<file path="src/rtl/reduction_scheduler.sv">
// Round-robin scheduler that shares one 6-function bitwise reduction unit among N requesters.
// Each accepted request goes through IDLE -> EXEC -> RESP and gets one tagged response over valid/ready.
module reduction_scheduler #(
  parameter int N   = 4,
  parameter int W   = 8,
  parameter int IDW = $clog2(N)
) (
  input  logic           clk,
  input  logic           rst,
  input  logic [N-1:0]   req_valid,
  output logic [N-1:0]   req_ready,
  input  logic [N*W-1:0] req_data,
  input  logic [N*3-1:0] req_op,
  output logic           resp_valid,
  input  logic           resp_ready,
  output logic [IDW-1:0] resp_id,
  output logic           resp_result,
  output logic           resp_err,
  output logic           busy,
  output logic [15:0]    done_count
);

  typedef enum logic [1:0] {
    IDLE = 2'd0,
    EXEC = 2'd1,
    RESP = 2'd2
  } state_t;

  state_t         state;
  state_t         state_nxt;
  logic [IDW-1:0] ptr;
  logic [IDW-1:0] ptr_nxt;
  logic [IDW-1:0] winner;
  logic [IDW-1:0] idx;
  logic           any_req;
  logic [W-1:0]   lat_data;
  logic [2:0]     lat_op;

  // Returns {err, result}; opcodes 6 and 7 are illegal and force result to 0.
  function automatic logic [1:0] reduce(input logic [W-1:0] d, input logic [2:0] op);
    logic [1:0] r;
    r = 2'b00;
    case (op)
      3'd0:    r = {1'b0,  &d};
      3'd1:    r = {1'b0, ~&d};
      3'd2:    r = {1'b0,  |d};
      3'd3:    r = {1'b0, ~|d};
      3'd4:    r = {1'b0,  ^d};
      3'd5:    r = {1'b0, ~^d};
      default: r = 2'b10;
    endcase
    return r;
  endfunction

  // Rotating priority search starting at ptr; the first valid requester wins.
  always_comb begin
    any_req = 1'b0;
    winner  = '0;
    idx     = '0;
    for (int unsigned i = 0; i < int'(N); i++) begin
      idx = IDW'((32'(ptr) + i) % 32'(N));
      if (!any_req && req_valid[idx]) begin
        any_req = 1'b1;
        winner  = idx;
      end
    end
  end

  always_comb begin
    ptr_nxt = (winner == IDW'(N - 1)) ? '0 : winner + 1'b1;
  end

  always_comb begin
    req_ready = '0;
    if (state == IDLE && any_req && !rst) begin
      req_ready[winner] = 1'b1;
    end
  end

  assign busy = (state != IDLE);

  always_ff @(posedge clk) begin
    if (rst) begin
      state <= IDLE;
    end else begin
      state <= state_nxt;
    end
  end

  always_comb begin
    state_nxt = state;
    case (state)
      IDLE:    if (any_req) state_nxt = EXEC;
      EXEC:    state_nxt = RESP;
      RESP:    if (resp_ready) state_nxt = IDLE;
      default: state_nxt = IDLE;
    endcase
  end

  always_ff @(posedge clk) begin
    if (rst) begin
      ptr         <= '0;
      lat_data    <= '0;
      lat_op      <= '0;
      resp_valid  <= 1'b0;
      resp_id     <= '0;
      resp_result <= 1'b0;
      resp_err    <= 1'b0;
      done_count  <= '0;
    end else begin
      case (state)
        IDLE: begin
          if (any_req) begin
            lat_data <= req_data[winner*W +: W];
            lat_op   <= req_op[winner*3 +: 3];
            resp_id  <= winner;
            ptr      <= ptr_nxt;
          end
        end
        EXEC: begin
          {resp_err, resp_result} <= reduce(lat_data, lat_op);
          resp_valid              <= 1'b1;
        end
        RESP: begin
          if (resp_ready) begin
            resp_valid <= 1'b0;
            done_count <= done_count + 16'd1;
          end
        end
        default: ;
      endcase
    end
  end

endmodule

</file>
<file path="config.mk">
export PLATFORM = sky130hd
export DESIGN_NAME = reduction_scheduler
export DESIGN_NICKNAME = d
export VERILOG_FILES = /design/src/rtl/reduction_scheduler.sv
export SDC_FILE = /design/constraint.sdc
export NUM_CORES = 1
export LEC_CHECK = 0
export CORE_UTILIZATION = 48
export DETAILED_ROUTE_END_ITERATION = 10
export PLACE_DENSITY = 0.86
export SYNTH_ARGS = -nofsm -noshare
export SYNTH_HDL_FRONTEND = slang
export SYNTH_SLANG_ARGS = --single-unit
</file>
<file path="constraint.sdc">
create_clock -name clk -period 5.53 [get_ports clk]
set_input_delay 1.106 -clock clk [delete_from_list [all_inputs] [get_ports clk]]
set_output_delay 1.106 -clock clk [all_outputs]
set_load 0.1 [all_outputs]
</file>
==> results.toml, run 1 <==
[critical_path]
start_kind = "primary input"
crit_cells = 8
crit_path_start = "req_valid[0]"
regToRegStartpoint = "ptr[1]"
cpMaxStageDelayCell = "clkdlybuf4s50_1"
critical_path_class = "primary input to primary output"
regToRegSetupSlack_ps = 3090
critPathCaptureType = "primary output"
cp_cell_sequence = "clkdlybuf4s50_1 -> mux2i_1 -> nor2_1 -> a311oi_4 -> inv_1 -> ha_1 -> and3_2 -> buf_4"
critPathTopFamily = "buffers and inverters"
worstReg2RegEnd = "lat_op[1]"
critPathMaxStageDelay_ps = 560
reg2reg_depth = 6
crit_arrival_ps = 3180
worstPathRequired_ps = 4420
worstSetupEndpoint = "req_ready[2]"
worst-path-buf-inv = 3
crit_fanout = 9

[cts]
htree_levels = 2
cts_resized = 0
clkTransAtPathRegs_ps = 70
cts.sinks = 36
cts_buffers = 5
ctsHoldBuffers = 0
cts_root_buf = "clkbuf_8"
postCtsSetupRepairBufs = 0
clock_latency_ps = 290
clock_path_buffers = 2
cts_tree = "built"

[placed_design]
io_buffers = 76
hpwl_um = 3690
dp_cells = 330
gp_congestion = 0.809

[final_layout]
layout_commonest_cell = "clkdlybuf4s50_1"
final_cells = 338
drive_gt1_share_pct = 13.5
insertedDiodeCount = 0
final_cell_mix = "clkdlybuf4s50_1, dfxtp_1, nor2_1, inv_1"
area_growth_pct = 40.5
layout.nets = 349

[grt]
grt_pass1_vias = 1800
grt_overflow = 0
grtUsageTotal_pct = 23.9
antenna_found_initial = 0
grt_max_degree = 27
grt_pass1_wl_um = 8020

[die]
rows = 23
initial_core_util_pct = 50.8
die_x_um = 67.5
die_y_um = 67.5
io_pins = 77
core_um2 = 4060
die-area_um2 = 4560

[yosys]
avgSynthCellArea_um2 = 9.63
synthesis.area_um2 = 2060
synth_edf_count = 0
ys_types = 41
async_reset_ff_share_pct = 0
syn_inst = 214
yosysWarnings = 0
synthFlopType = "dfxtp_1"
seq_area_frac_synth_pct = 35.0
syn-num-nets = 276
synth-seq-cells = 36

[pwr]
p_total_uw = 820
leakagePower_nw = 1.14
vdd_ir_drop_max_uv = 168
power_density_nw_per_um2 = 283

[sta]
tns_ps = 0
fin_crit_ps = 4290
slew_headroom_pct = 33.1
report.final.setup_viol = 0
worst_pin_slew_ps = 1000
final_hold_viol_count = 0
hold_slack_ps = 454
max_freq_ghz = 0.233
clock_skew_ps = 9.73
grt_setup_unrepaired = "false"
final-max-slew-violation-count = 0
fin_crit_sh_pct = 77.5

[drt]
dr.pass1.iters = 4
wl_um = 5030
drt.antenna.violating_nets = 0
dr.first_iter.drc_count = 126
drc = 0
wl_per_cell_um = 14.9
viasPerCell = 5.37
num_vias = 1815

[worst_hold_path]
hp-class = "flop to flop"

[flow_run]
max_cap_violations = 0

[status]
status = "completed"
==> registers in the layout (all words and copies together), names as in the netlist <==
| register | cells |
|---|---|
| done_count | 16 |
| lat_data | 8 |
| lat_op | 3 |
| ptr | 2 |
| resp_err | 1 |
| resp_id | 2 |
| resp_result | 1 |
| resp_valid | 1 |
| state | 2 |
==> cells by family (layout without fill, tap and decap cells) <==
| family | Yosys count | after routing | synth area share, % |
|---|---|---|---|
| buffers and inverters | 27 | 101 | 8.01 |
| and+or+nand+nor | 66 | 66 | 17.2 |
| xor gates and xnor gates | 18 | 18 | 8.32 |
| adders and majority gates | 11 | 11 | 6.68 |
| DFF | 36 | 36 | 35.0 |
| AOI/OAI and AO/OA | 39 | 39 | 15.9 |
| muxes | 17 | 17 | 8.93 |
==> power breakdown <==
part | leakage, nW | internal [mW] | switching [mW] | total, mW
Clock | 0.0541 | 0.133 | 0.0996 | 0.233
Combinational | 0.795 | 0.132 | 0.144 | 0.277
Sequential | 0.294 | 0.284 | 0.0259 | 0.310
==> per-stage QoR <==
step                      utilization [%]  setup WS [ps]  area [um^2]
after floorplan                         -           1780         2060
after global placement               68.6           1310         2780
after detailed placement             68.6           1250         2780
after CTS                            71.4           1270         2900
after global routing                 71.4           1120         2900
final                                71.4           1240         2900
==> synthesized netlist by cell type (all sizes together), types with 5 or more instances <==
cell type / instances / area share (%)
clkbuf: 6 / 1.6
nor2: 26 / 5.0
o21ai: 5 / 1.2
xnor2: 7 / 3.0
mux2i: 6 / 2.9
nand4: 6 / 1.8
nand2: 7 / 1.4
dfxtp: 36 / 35
a21oi: 7 / 1.7
a22o: 11 / 4.8
mux2: 11 / 6.0
inv: 14 / 2.6
nand3: 6 / 1.5
buf: 6 / 3.3
ha: 11 / 6.7
xor2: 10 / 4.2
a221o: 11 / 5.3
==> final cells by class <==
| type | count | area [um^2] |
|---|---|---|
| fillers | 300 | 1160 |
| flip-flops and latches | 36 | 721 |
| multi-input cells | 151 | 1170 |
| repair buffers | 79 | 773 |
| inverters | 14 | 52.6 |
| clock buffers | 5 | 68.8 |
| clock inverters | 3 | 42.5 |
| well taps | 50 | 62.6 |
==> worst reg2reg max path, cell delays in order (launching register included) <==
cell	delay, ps
dfxtp_1	500
mux2i_1	230
nor2_1	80
a311oi_4	540
buf_4	290
mux2_2	370
a221o_1	320
==> worst min path at each step <==
stage,to,depth (start not counted),startpoint
2_1_floorplan,resp_err,2,lat_op[2]
3_3_place_gp,resp_err,2,resp_err
3_5_place_dp,resp_err,2,resp_err
4_1_cts,resp_err,2,resp_err
5_1_grt,resp_err,2,resp_err
6_report,resp_err,2,resp_err
==> per-layer routing <==
metal	global-route usage, %	share of wire, %
met5	0	0
met4	8.24	0.46
met3	4.73	4.3
met2	40.8	50
met1	29.5	46
Note: power is estimated with default switching activity, not from simulation.
==> inputs of run 2 (changes only) <==
Settings changed: CORE_UTILIZATION 48 to 40, PLACE_DENSITY 0.86 to 0.76.
Clock period 5.53 ns to 3.9 ns, I/O delays scaled along.
==> run 2 against run 1 <==
Compared with the run above: critical path depth is the same; first-iteration DRC count down 17%; sequential power increased by 41%; final area up 1.7%; critical endpoint unchanged; highest routed layer unchanged.
==> results.toml, run 2 (synthesis gave the netlist of run 1 again) <==
[critical_path]
critPathCaptureType = "primary output"
reg2reg_depth = 6
critical_path_class = "primary input to primary output"
start_kind = "primary input"
worstPathRequired_ps = 3120
cp_cell_sequence = "clkdlybuf4s50_1 -> mux2i_1 -> nor2_1 -> a311oi_4 -> inv_1 -> ha_1 -> and3_2 -> buf_12"
cpMaxStageDelayCell = "clkdlybuf4s50_1"
worstReg2RegEnd = "lat_data[3]"
regToRegStartpoint = "ptr[1]"
critPathMaxStageDelay_ps = 560
regToRegSetupSlack_ps = 1610
crit_fanout = 8
crit_arrival_ps = 2680

[sta]
fin_crit_ps = 3460
clock_skew_ps = 5.01
final_hold_viol_count = 0
final-max-slew-violation-count = 0
report.final.setup_viol = 0
grt_setup_unrepaired = "false"
hold_slack_ps = 459
tns_ps = 0
slew_headroom_pct = 33.4
fin_crit_sh_pct = 88.8
worst_pin_slew_ps = 996
max_freq_ghz = 0.289

[grt]
grt_overflow = 0
antenna_found_initial = 0
grt_pass1_wl_um = 7670
grt_max_degree = 26
grt_pass1_vias = 1705
grtUsageTotal_pct = 18.5

[final_layout]
final_cell_area_um2 = 2950
area_growth_pct = 42.9
num-fill-cells = 433
regMostFlops = "done_count"
drive_gt1_share_pct = 12.8
largest_reg_flops = 16
reg_top3 = "done_count x16, lat_data x8, lat_op x3"
layout.nets = 349
final_cell_mix = "clkdlybuf4s50_1, dfxtp_1, nor2_1, inv_1"
layout_commonest_cell = "clkdlybuf4s50_1"
insertedDiodeCount = 0

[die]
die_x_um = 73.8
die-area_um2 = 5440
initial_core_util_pct = 42.5
die_y_um = 73.8
core_um2 = 4850
rows = 25
io_pins = 77

[placed_design]
io_buffers = 76
hpwl_um = 3570
dpl_cell_area_um2 = 2860
gp_congestion = 0.796

[drt]
drc = 0
dr.pass1.iters = 4
num_vias = 1810
viasPerCell = 5.10
wl_per_cell_um = 13.2
wl_um = 4670
dr.first_iter.drc_count = 105
drt.antenna.violating_nets = 0

[cts]
cts.sinks = 36
cts_buffers = 5
postCtsSetupRepairBufs = 0
clock_path_buffers = 2
clkTransAtPathRegs_ps = 70
cts_root_buf = "clkbuf_8"
htree_levels = 2
cts_resized = 0
clock_latency_ps = 280
ctsHoldBuffers = 0
cts_tree = "built"

[worst_hold_path]
min_to = "resp_err"
hold_depth = 2
worstHoldStart = "resp_err"
hp-class = "flop to flop"

[flow_run]
max_cap_violations = 0

[pwr]
vdd_ir_drop_max_uv = 203
leakagePower_nw = 1.15
power_density_nw_per_um2 = 375

[status]
status = "completed"
run 2: per-layer routing:
layer / vias to the layer above / routed length, um / GRT usage, % / part of all wire (%)
met5: - / 0 / 0 / 0
met2: 60 / 2100 / 28.7 / 45
li1: 907 / - / - / -
met1: 837 / 2200 / 25.1 / 47
met4: 0 / 65 / 6.41 / 1.4
met3: 6 / 304 / 4.25 / 6.5
run 2: final cells by class:
class                           instances  area, um^2  area share, %
Multi-Input combinational cell        151        1170           39.9
Timing Repair Buffer                   79         823           28.0
Sequential cell                        36         721           24.5
Clock buffer                            8        90.1           3.06
Tap cell                               67        83.8           2.85
Inverter                               14        52.6           1.78
run 2: worst max-delay path, delay by kind of cell:
| family | cells | cell delay (ps) |
|---|---|---|
| adders and majority gates | 1 | 200 |
| muxes | 1 | 190 |
| AOI/OAI and AO/OA | 1 | 410 |
| and+or+nand+nor | 2 | 270 |
| buffers and inverters | 3 | 810 |
run 2: worst max-delay path by stage:
stage               cells past startpoint      endpoint          from  slack, ps
detailed placement                      8  req_ready[2]  req_valid[0]        430
floorplan                               7  req_ready[3]  req_valid[0]        800
CTS                                     8  req_ready[2]  req_valid[0]        440
global route                            8  req_ready[2]  req_valid[0]        320
finish                                  8  req_ready[2]  req_valid[0]        440
global placement                        8  req_ready[2]  req_valid[0]        500
run 2: power breakdown:
group	internal, mW	switching (mW)	total, mW
combinational	0.195	0.203	0.398
clock	0.144	0.124	0.268
sequential	0.403	0.0353	0.438
total	0.743	0.362	1.10
run 2: metrics by stage:
stage	utilization, %	total power [mW]	setup slack (ps)	std cells
3_3_place_gp	58.9	0.840	502	347
3_5_place_dp	58.9	0.845	433	347
4_1_cts	60.7	1.12	435	355
6_report	60.7	1.10	438	355
5_1_grt	60.7	1.17	317	355
2_1_floorplan	-	0.735	801	214
==> RTL edit (config.mk and constraints of run 2) <==
The parameter `N` goes from 4 to 2.
--- a/src/rtl/reduction_scheduler.sv
+++ b/src/rtl/reduction_scheduler.sv
@@ -2,5 +2,5 @@
 // Each accepted request goes through IDLE -> EXEC -> RESP and gets one tagged response over valid/ready.
 module reduction_scheduler #(
-  parameter int N   = 4,
+  parameter int N   = 2,
   parameter int W   = 8,
   parameter int IDW = $clog2(N)
Interface: changed (5 resized); port bits go from 77 to 50. No check against the original RTL was run, so the function may have changed too.
==> RTL edit against run 2 <==
Area after synthesis decreased by 21%. Final area is 23% lower. Wire length decreased by 26%. Sequential cell count fell by 2. Synthesized cell count shrank 17%. Clock skew grew 0.0049 ns. Setup slack improved by 0.41 ns. Via count shrank 19%.
Power is not compared: it rests on default switching activity, and its combinational part moved more than twofold at a synthesized area within 25%.
==> RTL edit: results (changes against run 2) <==
- Status: completed
- XOR/XNOR share of the synthesized area: 8.340% (+0.022 points)
- Placed Cells: 269 (-22%)
- Post-synthesis sequential area ratio: 41.62% (+6.6 points)
- CP delay by family, top: simple AND/OR/NAND/NOR gates
- Synth async-reset ratio: 0% (unchanged)
- Met2 usage: 31.51% (+2.8 points)
- Mux share of post-synthesis cell area: 1.224% (-7.7 points)
- WL per Instance: 12.51 µm (-4.9%)
- Met3 usage: 5.000% (+0.75 points)
- Met2 Routed Length: 1.573 mm (-25%)
- Final layout net count: 264 (-24%)
- Final setup TNS: 0 ns (unchanged)
- Reg2reg end: done_count[14]
- Setup Skew: 0.009872 ns (+0.004865 ns)
- WL met1: 1.604 mm (-27%)
- Synth Area in Compound Gates: 12.01% (-3.9 points)
- Worst setup path startpoint: rst
- Worst Setup EP: req_ready[1]
- Vias: 1459 (-19%)
- Worst R2R Start: state[1]
- Global-route wire length before repair: 6.285 mm (-18%)
- Fill cells: 336 (-22%)
- Vias in the first global route: 1494 (-12%)
- PortBufs: 49 (-36%)
- Diodes inserted: 0 (unchanged)
- Post-synth cell types: 35 (-15%)
- Via/cell ratio: 5.267 (+3.3%)
- Post-DP HPWL: 2.507 mm (-30%)
- Routing usage on met1: 21.70% (-3.4 points)
- R2R depth: 4 (-2)
- R2R setup slack: 2.23 ns (+0.62 ns)
- Root Buffer: clkbuf_8
- Layout cell share with drive strength beyond 1: 6.114% (-6.7 points)
- WL met3: 204 µm (-33%)
- Critical Path Fanout Max: 13 (+5)
- Post-Synth Adder-Cell Area: 6.886% (+0.21 points)
- Worst endpoint data arrival time: 2.27 ns (-0.41 ns)
- Placed cell areas: 2183 µm² (-24%)
- Mapped Nets: 214 (-22%)
- GPL Wtd Cong: 0.7576 (-4.8%)
- Yosys warns: 0 (unchanged)
- Cells after synthesis: 178 (-17%)
- Worst path slowest cell: and3_1
- CP max stage delay: 0.58 ns (+0.02 ns)
- Iter 0 DRT Violations: 131 (+25%)
- Least-Margin Pin Slew: 1.008 ns (+0.01143 ns)
- Commonest cells post-synth: dfxtp_1 (34), inv_1 (22), nor2_1 (15)
- All-layer global routing usage: 18.94% (+0.45 points)
- Leading post-synthesis cells by cell area: dfxtp_1 (42%), ha_1 (6.9%), a222oi_1 (6.7%), inv_1 (5.0%), xnor2_1 (4.3%)
==> RTL edit: power groups by stage <==
stage	clock network (µW)	registers (µW)	logic [µW]
floorplan	0	413	96.5
global placement	0	393	176
detailed placement	0	393	179
CTS	282	385	180
global route	294	388	196
finish	276	384	178
==> RTL edit: per-stage QoR <==
step | power (µW) | utilization, % | setup slack (ns)
6_report | 838.3 | 59.98 | 0.8497
5_1_grt | 877.7 | 59.98 | 0.7264
4_1_cts | 846.6 | 59.98 | 0.8475
3_5_place_dp | 571.6 | 57.48 | 0.8578
3_3_place_gp | 568.4 | 57.48 | 0.9166
2_1_floorplan | 509.9 | - | 0.9232
==> RTL edit: cell type report <==
| class | instances | area [µm²] | share of cell area [%] |
|---|---|---|---|
| Timing Repair Buffer | 50 | 518.0 | 22.73 |
| Multi-Input combinational cell | 115 | 842.1 | 36.96 |
| Sequential cell | 34 | 680.7 | 29.87 |
| Inverter | 22 | 82.58 | 3.624 |
| Clock inverter | 2 | 12.51 | 0.5491 |
| Tap cell | 48 | 60.06 | 2.636 |
| Clock buffer | 6 | 82.58 | 3.624 |
==> RTL edit: worst min-delay path: cells and delay by family, from the launching register on <==
kind             cells  cell delay, ns
AO/OA/AOI/OAI        1            0.05
AND/OR/NAND/NOR      1            0.05
flip-flops           1            0.32
==> RTL edit: worst min path at each step <==
stage                   from        to  slack [ns]  cells after the start
floorplan                ptr       ptr        0.44                      1
global placement    resp_err  resp_err        0.44                      2
detailed placement   resp_id   resp_id        0.45                      1
CTS                 resp_err  resp_err        0.46                      2
global route        resp_err  resp_err        0.49                      2
finish              resp_err  resp_err        0.46                      2
